[src/rtl/pr_hrav_pkg.sv]
// pr_hrav_pkg: shared state encoding and core count for the reconfiguration scheduler
package pr_hrav_pkg;
   localparam int NCORES = 2;
   typedef enum logic [2:0] {IDLE, DRAIN, LOAD, RST_POST, DONE} state_e;
endpackage

[src/rtl/pr_hrav_reconfig_scheduler_if.sv]
// pr_hrav_reconfig_scheduler_if: request, ICAP and per-core control bundle of the scheduler
interface pr_hrav_reconfig_scheduler_if;
   import pr_hrav_pkg::*;
   logic [NCORES-1:0] reconf_req, core_idle, core_enb, core_reset, axis_lp, reconf_ack, reconf_err;
   logic icap_done, icap_error, icap_start, icap_sel, busy;
   modport master (
      output reconf_req, core_idle, icap_done, icap_error,
      input  icap_start, icap_sel, core_enb, core_reset, axis_lp, reconf_ack, reconf_err, busy
   );
   modport slave (
      input  reconf_req, core_idle, icap_done, icap_error,
      output icap_start, icap_sel, core_enb, core_reset, axis_lp, reconf_ack, reconf_err, busy
   );
endinterface

[src/rtl/pr_hrav_reconfig_scheduler.sv]
// pr_hrav_reconfig_scheduler: serialises partial reconfiguration of two cores through one ICAP
// (drain -> load -> post-load reset -> re-enable), with round-robin arbitration.
module pr_hrav_reconfig_scheduler
   import pr_hrav_pkg::*;
#(
   parameter int DRAIN_TIMEOUT = 1024,
   parameter int RESET_CYCLES  = 16
) (
   input logic ACLK,
   input logic RESETN,
   pr_hrav_reconfig_scheduler_if.slave bus
);
   localparam logic [15:0] DRAIN_LAST = 16'(DRAIN_TIMEOUT - 1);
   localparam logic [15:0] RST_LAST   = 16'(RESET_CYCLES - 1);

   state_e state_q, state_d;
   logic sel_q, sel_d, ptr_q, ptr_d, grant;
   logic icap_start_q, icap_start_d, icap_sel_q, icap_sel_d, busy_q, busy_d;
   logic [15:0] cnt_q, cnt_d;
   logic [NCORES-1:0] enb_q, enb_d, rst_q, rst_d, lp_q, lp_d, ack_q, ack_d, err_q, err_d;

   assign grant = bus.reconf_req[ptr_q] ? ptr_q : ~ptr_q;

   always_ff @(posedge ACLK or negedge RESETN) begin
      if (!RESETN) begin
         state_q <= IDLE;
         sel_q   <= 1'b0;
         cnt_q   <= '0;
      end else begin
         state_q <= state_d;
         sel_q   <= sel_d;
         cnt_q   <= cnt_d;
      end
   end

   // icap_error wins over a same-cycle icap_done
   always_comb begin
      state_d = state_q;
      sel_d   = sel_q;
      case (state_q)
         IDLE: begin
            state_d = |bus.reconf_req ? DRAIN : IDLE;
            sel_d   = |bus.reconf_req ? grant : sel_q;
         end
         DRAIN:    state_d = bus.core_idle[sel_q] ? LOAD : (cnt_q == DRAIN_LAST) ? IDLE : DRAIN;
         LOAD:     state_d = bus.icap_error ? IDLE : bus.icap_done ? RST_POST : LOAD;
         RST_POST: state_d = (cnt_q == RST_LAST) ? DONE : RST_POST;
         default:  state_d = IDLE;
      endcase
      cnt_d = (state_d != state_q) ? '0 : (&cnt_q ? cnt_q : cnt_q + 16'd1);
   end

   // Outputs are computed from the transition so that they register in step with the state.
   // A failed load leaves the core's reset/disable/isolate bits set, which is the quarantine.
   always_comb begin
      enb_d        = enb_q;
      rst_d        = rst_q;
      lp_d         = lp_q;
      ack_d        = '0;
      err_d        = '0;
      ptr_d        = (state_q == DONE) ? ~sel_q : ptr_q;
      icap_start_d = 1'b0;
      icap_sel_d   = icap_sel_q;
      busy_d       = state_d != IDLE;
      if (state_q == IDLE && state_d == DRAIN) begin
         lp_d[sel_d]  = 1'b1;
         enb_d[sel_d] = 1'b0;
      end
      if (state_q == DRAIN && state_d == LOAD) begin
         rst_d[sel_q] = 1'b1;
         icap_start_d = 1'b1;
         icap_sel_d   = sel_q;
      end
      if (state_q == DRAIN && state_d == IDLE) begin
         lp_d[sel_q]  = 1'b0;
         enb_d[sel_q] = 1'b1;
         err_d[sel_q] = 1'b1;
      end
      if (state_q == LOAD && state_d == IDLE) err_d[sel_q] = 1'b1;
      if (state_q == RST_POST && state_d == DONE) begin
         rst_d[sel_q] = 1'b0;
         enb_d[sel_q] = 1'b1;
         lp_d[sel_q]  = 1'b0;
         ack_d[sel_q] = 1'b1;
      end
   end

   always_ff @(posedge ACLK or negedge RESETN) begin
      if (!RESETN) begin
         enb_q        <= '1;
         rst_q        <= '0;
         lp_q         <= '0;
         ack_q        <= '0;
         err_q        <= '0;
         ptr_q        <= 1'b0;
         icap_start_q <= 1'b0;
         icap_sel_q   <= 1'b0;
         busy_q       <= 1'b0;
      end else begin
         enb_q        <= enb_d;
         rst_q        <= rst_d;
         lp_q         <= lp_d;
         ack_q        <= ack_d;
         err_q        <= err_d;
         ptr_q        <= ptr_d;
         icap_start_q <= icap_start_d;
         icap_sel_q   <= icap_sel_d;
         busy_q       <= busy_d;
      end
   end

   assign bus.core_enb   = enb_q;
   assign bus.core_reset = rst_q;
   assign bus.axis_lp    = lp_q;
   assign bus.reconf_ack = ack_q;
   assign bus.reconf_err = err_q;
   assign bus.icap_start = icap_start_q;
   assign bus.icap_sel   = icap_sel_q;
   assign bus.busy       = busy_q;
endmodule
[src/flat_wrapper.sv]
// flat-port wrapper written by rule: the top's interface ports become plain ports
module pr_hrav_reconfig_scheduler_flat import pr_hrav_pkg::*;
#(
   parameter int DRAIN_TIMEOUT = 1024,
   parameter int RESET_CYCLES  = 16
)
  (ACLK, RESETN, bus_reconf_req, bus_core_idle, bus_icap_done, bus_icap_error, bus_icap_start, bus_icap_sel, bus_core_enb, bus_core_reset, bus_axis_lp, bus_reconf_ack, bus_reconf_err, bus_busy);
  pr_hrav_reconfig_scheduler_if bus_i ();
  input logic ACLK;
  input logic RESETN;
  input wire logic [$bits(bus_i.reconf_req)-1:0] bus_reconf_req;
  input wire logic [$bits(bus_i.core_idle)-1:0] bus_core_idle;
  input wire logic [$bits(bus_i.icap_done)-1:0] bus_icap_done;
  input wire logic [$bits(bus_i.icap_error)-1:0] bus_icap_error;
  output wire logic [$bits(bus_i.icap_start)-1:0] bus_icap_start;
  output wire logic [$bits(bus_i.icap_sel)-1:0] bus_icap_sel;
  output wire logic [$bits(bus_i.core_enb)-1:0] bus_core_enb;
  output wire logic [$bits(bus_i.core_reset)-1:0] bus_core_reset;
  output wire logic [$bits(bus_i.axis_lp)-1:0] bus_axis_lp;
  output wire logic [$bits(bus_i.reconf_ack)-1:0] bus_reconf_ack;
  output wire logic [$bits(bus_i.reconf_err)-1:0] bus_reconf_err;
  output wire logic [$bits(bus_i.busy)-1:0] bus_busy;
  assign bus_i.reconf_req = bus_reconf_req;
  assign bus_i.core_idle = bus_core_idle;
  assign bus_i.icap_done = bus_icap_done;
  assign bus_i.icap_error = bus_icap_error;
  assign bus_icap_start = bus_i.icap_start;
  assign bus_icap_sel = bus_i.icap_sel;
  assign bus_core_enb = bus_i.core_enb;
  assign bus_core_reset = bus_i.core_reset;
  assign bus_axis_lp = bus_i.axis_lp;
  assign bus_reconf_ack = bus_i.reconf_ack;
  assign bus_reconf_err = bus_i.reconf_err;
  assign bus_busy = bus_i.busy;
  pr_hrav_reconfig_scheduler #(.DRAIN_TIMEOUT(DRAIN_TIMEOUT), .RESET_CYCLES(RESET_CYCLES)) u_core (.ACLK(ACLK), .RESETN(RESETN), .bus(bus_i));
endmodule
[config.mk]
export PLATFORM = sky130hd
export DESIGN_NAME = pr_hrav_reconfig_scheduler_flat
export DESIGN_NICKNAME = d
export VERILOG_FILES = /design/src/rtl/pr_hrav_pkg.sv /design/src/rtl/pr_hrav_reconfig_scheduler_if.sv /design/src/rtl/pr_hrav_reconfig_scheduler.sv /design/src/flat_wrapper.sv
export SDC_FILE = /design/constraint.sdc
export NUM_CORES = 1
export LEC_CHECK = 0
export CAP_MARGIN = 20
export CELL_PAD_IN_SITES_DETAIL_PLACEMENT = 1
export CELL_PAD_IN_SITES_GLOBAL_PLACEMENT = 2
export CORE_AREA = 2 2 75 84
export CTS_CLUSTER_SIZE = 8
export DETAILED_ROUTE_END_ITERATION = 10
export DIE_AREA = 0 0 77 86
export PLACE_DENSITY_LB_ADDON = 0.2
export RECOVER_POWER = 50
export SYNTH_ARGS = -nofsm -noshare
export SYNTH_HDL_FRONTEND = slang
export SYNTH_SLANG_ARGS = --single-unit
[constraint.sdc]
create_clock -name ACLK -period 2 [get_ports ACLK]
set_clock_uncertainty 0.15 [all_clocks]
set_input_delay 0.4 -clock ACLK [delete_from_list [all_inputs] [get_ports ACLK]]
set_output_delay 0.4 -clock ACLK [all_outputs]
set_load 0.01 [all_outputs]
==> results of run 1 <==
==> kinds of logic after synthesis <==
kind of cell             after synthesis  synth area share [%]
AO/OA/AOI/OAI                         27                  12.3
multiplexers                           5                  2.88
adder cells (fa/ha/maj)                1                 0.721
flip-flops                            34                  49.2
AND/OR/NAND/NOR                       90                  26.5
buffers and inverters                 18                  4.90
XOR/XNOR                               7                  3.53
==> routing by layer <==
layer | routed length (microns) | up-vias | track usage [%]
met1 | 2120 | 757 | 18.1
met4 | 63 | 0 | 4.87
met5 | 0 | - | 0
met3 | 140 | 6 | 3.79
met2 | 2440 | 19 | 28.8
li1 | - | 753 | -
==> what timing repair did <==
item                       CTS  global route
pin swaps                    6             3
setup endpoints to repair   22            25
gates cloned                 0             0
buffers inserted             4             0
resized for setup           11            10
==> where the power goes <==
group / internal (mW) / switching [mW] / leakage, nW
clock network: 0.500 / 0.282 / 0.0683
registers: 0.821 / 0.0866 / 0.432
logic: 0.535 / 0.545 / 0.563
total: 1.86 / 0.913 / 1.06
==> worst reg2reg max path, stage by stage (launching register included) <==
cell and delay, ns:
dfrtp_1 0.42, nor4_4 0.32, nand4_1 0.18, buf_4 0.17
buf_4 0.12, buf_4 0.12, nand2_1 0.09, nand3_2 0.08
and4b_1 0.24
==> how the worst min path moves through the flow <==
stage | slack [ns] | endpoint | from | cells past startpoint
after floorplan | -0.05 | async pin | RESETN | 0
after detailed placement | 0.32 | u_core.bus.icap_sel$_DFFE_PN0P_ | u_core.bus.icap_sel$_DFFE_PN0P_ | 2
final | 0.33 | u_core.bus.core_enb[1]$_DFF_PN1_ | u_core.bus.core_enb[1]$_DFF_PN1_ | 2
after global placement | 0.31 | u_core.bus.icap_sel$_DFFE_PN0P_ | u_core.bus.icap_sel$_DFFE_PN0P_ | 2
after CTS | 0.33 | u_core.bus.core_enb[1]$_DFF_PN1_ | u_core.bus.core_enb[1]$_DFF_PN1_ | 2
after global routing | 0.35 | u_core.bus.core_enb[1]$_DFF_PN1_ | u_core.bus.core_enb[1]$_DFF_PN1_ | 2
==> cells in the final DEF, fill, tap and decap left out, drive strengths merged, types with 2 or more instances in the layout <==
cell type and instances:
bufinv 2, buf 38, dfstp 2, or3 3, nand4 4, nor2 31
nor3b 2, nand3 8, nand2 17, a211oi 2, clkbuf 6, nand2b 3
o22ai 2, nor3 8, xnor2 6, and3 3, o22a 2, clkdlybuf4s50 19
o21ai 7, inv 12, a21oi 6, mux2i 5, dfrtp 32, nor4 6
==> through the flow <==
step / area (sq um) / setup TNS (ns) / hold WS, ns / instances / setup slack [ns]
after global routing: 2550 / -0.455 / 0.349 / 320 / -0.0490
after floorplan: 1760 / 0 / -0.0456 / 182 / 0.0227
after global placement: 2290 / -4.96 / 0.308 / 308 / -0.257
after detailed placement: 2290 / -5.80 / 0.317 / 308 / -0.370
final: 2550 / 0 / 0.327 / 320 / 0.0541
after CTS: 2500 / 0 / 0.331 / 320 / 0.00174
==> state kept, by name, indices dropped and copies added (netlist names), 2 cells and up, named ones only <==
name and flops:
u_core.bus.axis_lp 2, u_core.bus.core_enb 2, u_core.bus.reconf_ack 2, u_core.state_q 3, u_core.cnt_q 16, u_core.bus.reconf_err 2
==> cell type report <==
| class | count | area [sq um] | area share [%] |
|---|---|---|---|
| sequential | 34 | 856 | 33.6 |
| inverter | 12 | 47.5 | 1.87 |
| timing repair buffer | 59 | 503 | 19.7 |
| tap | 77 | 96.3 | 3.78 |
| clock buffer | 5 | 68.8 | 2.70 |
| clock inverter | 3 | 68.8 | 2.70 |
| multi-input combinational | 130 | 907 | 35.6 |
==> key figures, run 1 <==
Floorplan
  – Die height: 86 microns
  – Die Footprint: 6620 sq um
  – Standard-cell rows: 29
  – Ports: 21
  – Die Span X: 77 microns
  – Initial Util: 30.3%
  – Core box area: 5730 sq um

STA
  – Max Transition Viols Final: 0
  – Endpoints failing hold: 0
  – Normalized max-slew margin: 40.5%
  – RSZ-0062 raised after global routing: yes
  – Slew @ Worst Pin: 0.893 ns
  – Fmax: 514 MHz
  – Finish-stage setup viols: 0
  – Post-route minimum period: 1.95 ns
  – Ratio of final minimum period to clock period: 97.3%

Place
  – Routability cong.: 0.855
  – Detailed Place HPWL: 3450 microns
  – Buffers on Ports: 20

Critical path
  – Max incr delay on CP: 0.41 ns
  – Reg2reg end: u_core.bus.reconf_err[0]$_DFF_PN0_
  – Crit path to: u_core.cnt_q[7]$_DFFE_PN0P_
  – CP required: 2.06 ns
  – Cell depth of the worst setup path: 7
  – Critical path class: in2reg
  – Bufs and invs on worst path: 2
  – Crit path max fanout: 16
  – Setup crit end kind: register
  – Crit path launch: bus_core_idle[1]
  – CP Launch Type: primary input
  – Family with the most delay on the worst path: buffers and inverters
  – Arrival @ worst endpoint: 2.00 ns
  – RR Startpoint: u_core.cnt_q[11]$_DFFE_PN0P_
  – FF-to-FF path depth: 8
  – CP Cell Sequence: clkdlybuf4s50_1 > mux2i_2 > nor3b_2 > a21boi_2 > o311ai_4 > buf_12 > nor3_1
  – Critical-path top delay cell: clkdlybuf4s50_1
  – R2R setup slack: 0.06 ns

Power and ir drop
  – Final Total Pwr: 2.77 mW
  – Leakage power: 1.06 nW
  – Power per Cell Area: 1090 nW/um^2
  – Max IR drop VDD: 0.000484 V

Logic synthesis
  – Register area share after synthesis: 49.2%
  – Synth top area share: 46.1%
  – Syn Area/Cell: 9.54 sq um
  – Synth Warn #: 0
  – Synthesized flop and latch total: 34
  – Post-synthesis cell count: 182
  – Post-Synthesis Cell Area: 1740 sq um
  – Synth top area cells: dfrtp_1 (46%), nor2_1 (6.5%), nand2_1 (3.7%)
  – Synthesized Nets: 191
  – Most common cell in the synthesized netlist: dfrtp_1
  – Post-synth EDFFs: 0
  – Most common library cells after synthesis: dfrtp_1 (32), nor2_1 (30), nand2_1 (17)
  – Ys async rst share: 100%
  – Top FF cell, synth: dfrtp_1
  – Cell taking the most area after synthesis: dfrtp_1
  – Yosys cell types: 43

Final layout
  – Fillers: 690
  – Antenna Cells: 0
  – Fraction of layout instances using a drive strength above 1: 32.1%
  – Fin nets: 251
  – Final core occ: 44.4%
  – Syn-to-layout area delta: 46.8%

Clock tree
  – H-tree level count: 2
  – Sink Count: 34
  – Clk root buf: clkbuf_8
  – CTS max path bufs: 2
  – Post-CTS Hold Buffers: 0
  – Clock Latency Late Sink: 0.30 ns
  – Cts bufs inserted: 5
  – CTS tree: yes
  – Clock slew seen by the registers of the worst setup and hold paths: 0.09 ns

Global route
  – GRT Resource Usage Total: 15.7%
  – First-pass GRT wire length: 8170 microns
  – Initial antenna violation count: 0
  – Largest net degree at the start of global routing: 35
  – GRT overflow: 0
  – Vias in the first global route: 1680

Routing
  – Antenna viol nets, final: 0
  – Vias: 1535
  – 1st-pass router iterations: 4
  – Routed vias/inst: 4.80
  – WL/cell: 14.9 microns
  – DRC Markers: 0
  – WL final: 4770 microns
  – Initial DRC Count: 47

Job
  – Max-cap violations: 0

Hold path
  – HP Class: reg2reg

Status
  – Status: finished, final reports clean
Power figures use the tool's default switching activity.
==> run 2: changes to the inputs <==
--- a/config.mk
+++ b/config.mk
@@ -14,2 +14,3 @@
 export DIE_AREA = 0 0 77 86
+export GPL_ROUTABILITY_DRIVEN = 0
 export PLACE_DENSITY_LB_ADDON = 0.2
--- a/constraint.sdc
+++ b/constraint.sdc
@@ -4,2 +4,2 @@
 set_output_delay 0.4 -clock ACLK [all_outputs]
-set_load 0.01 [all_outputs]
+set_load 0.005 [all_outputs]
==> results of run 2 <==
The final DEF is identical to that of run 1. Status: finished, final reports clean.
Among the figures that moved: total power 2.77 mW -> 2.74 mW; worst IR drop on VDD 0.000484 V -> 0.000481 V
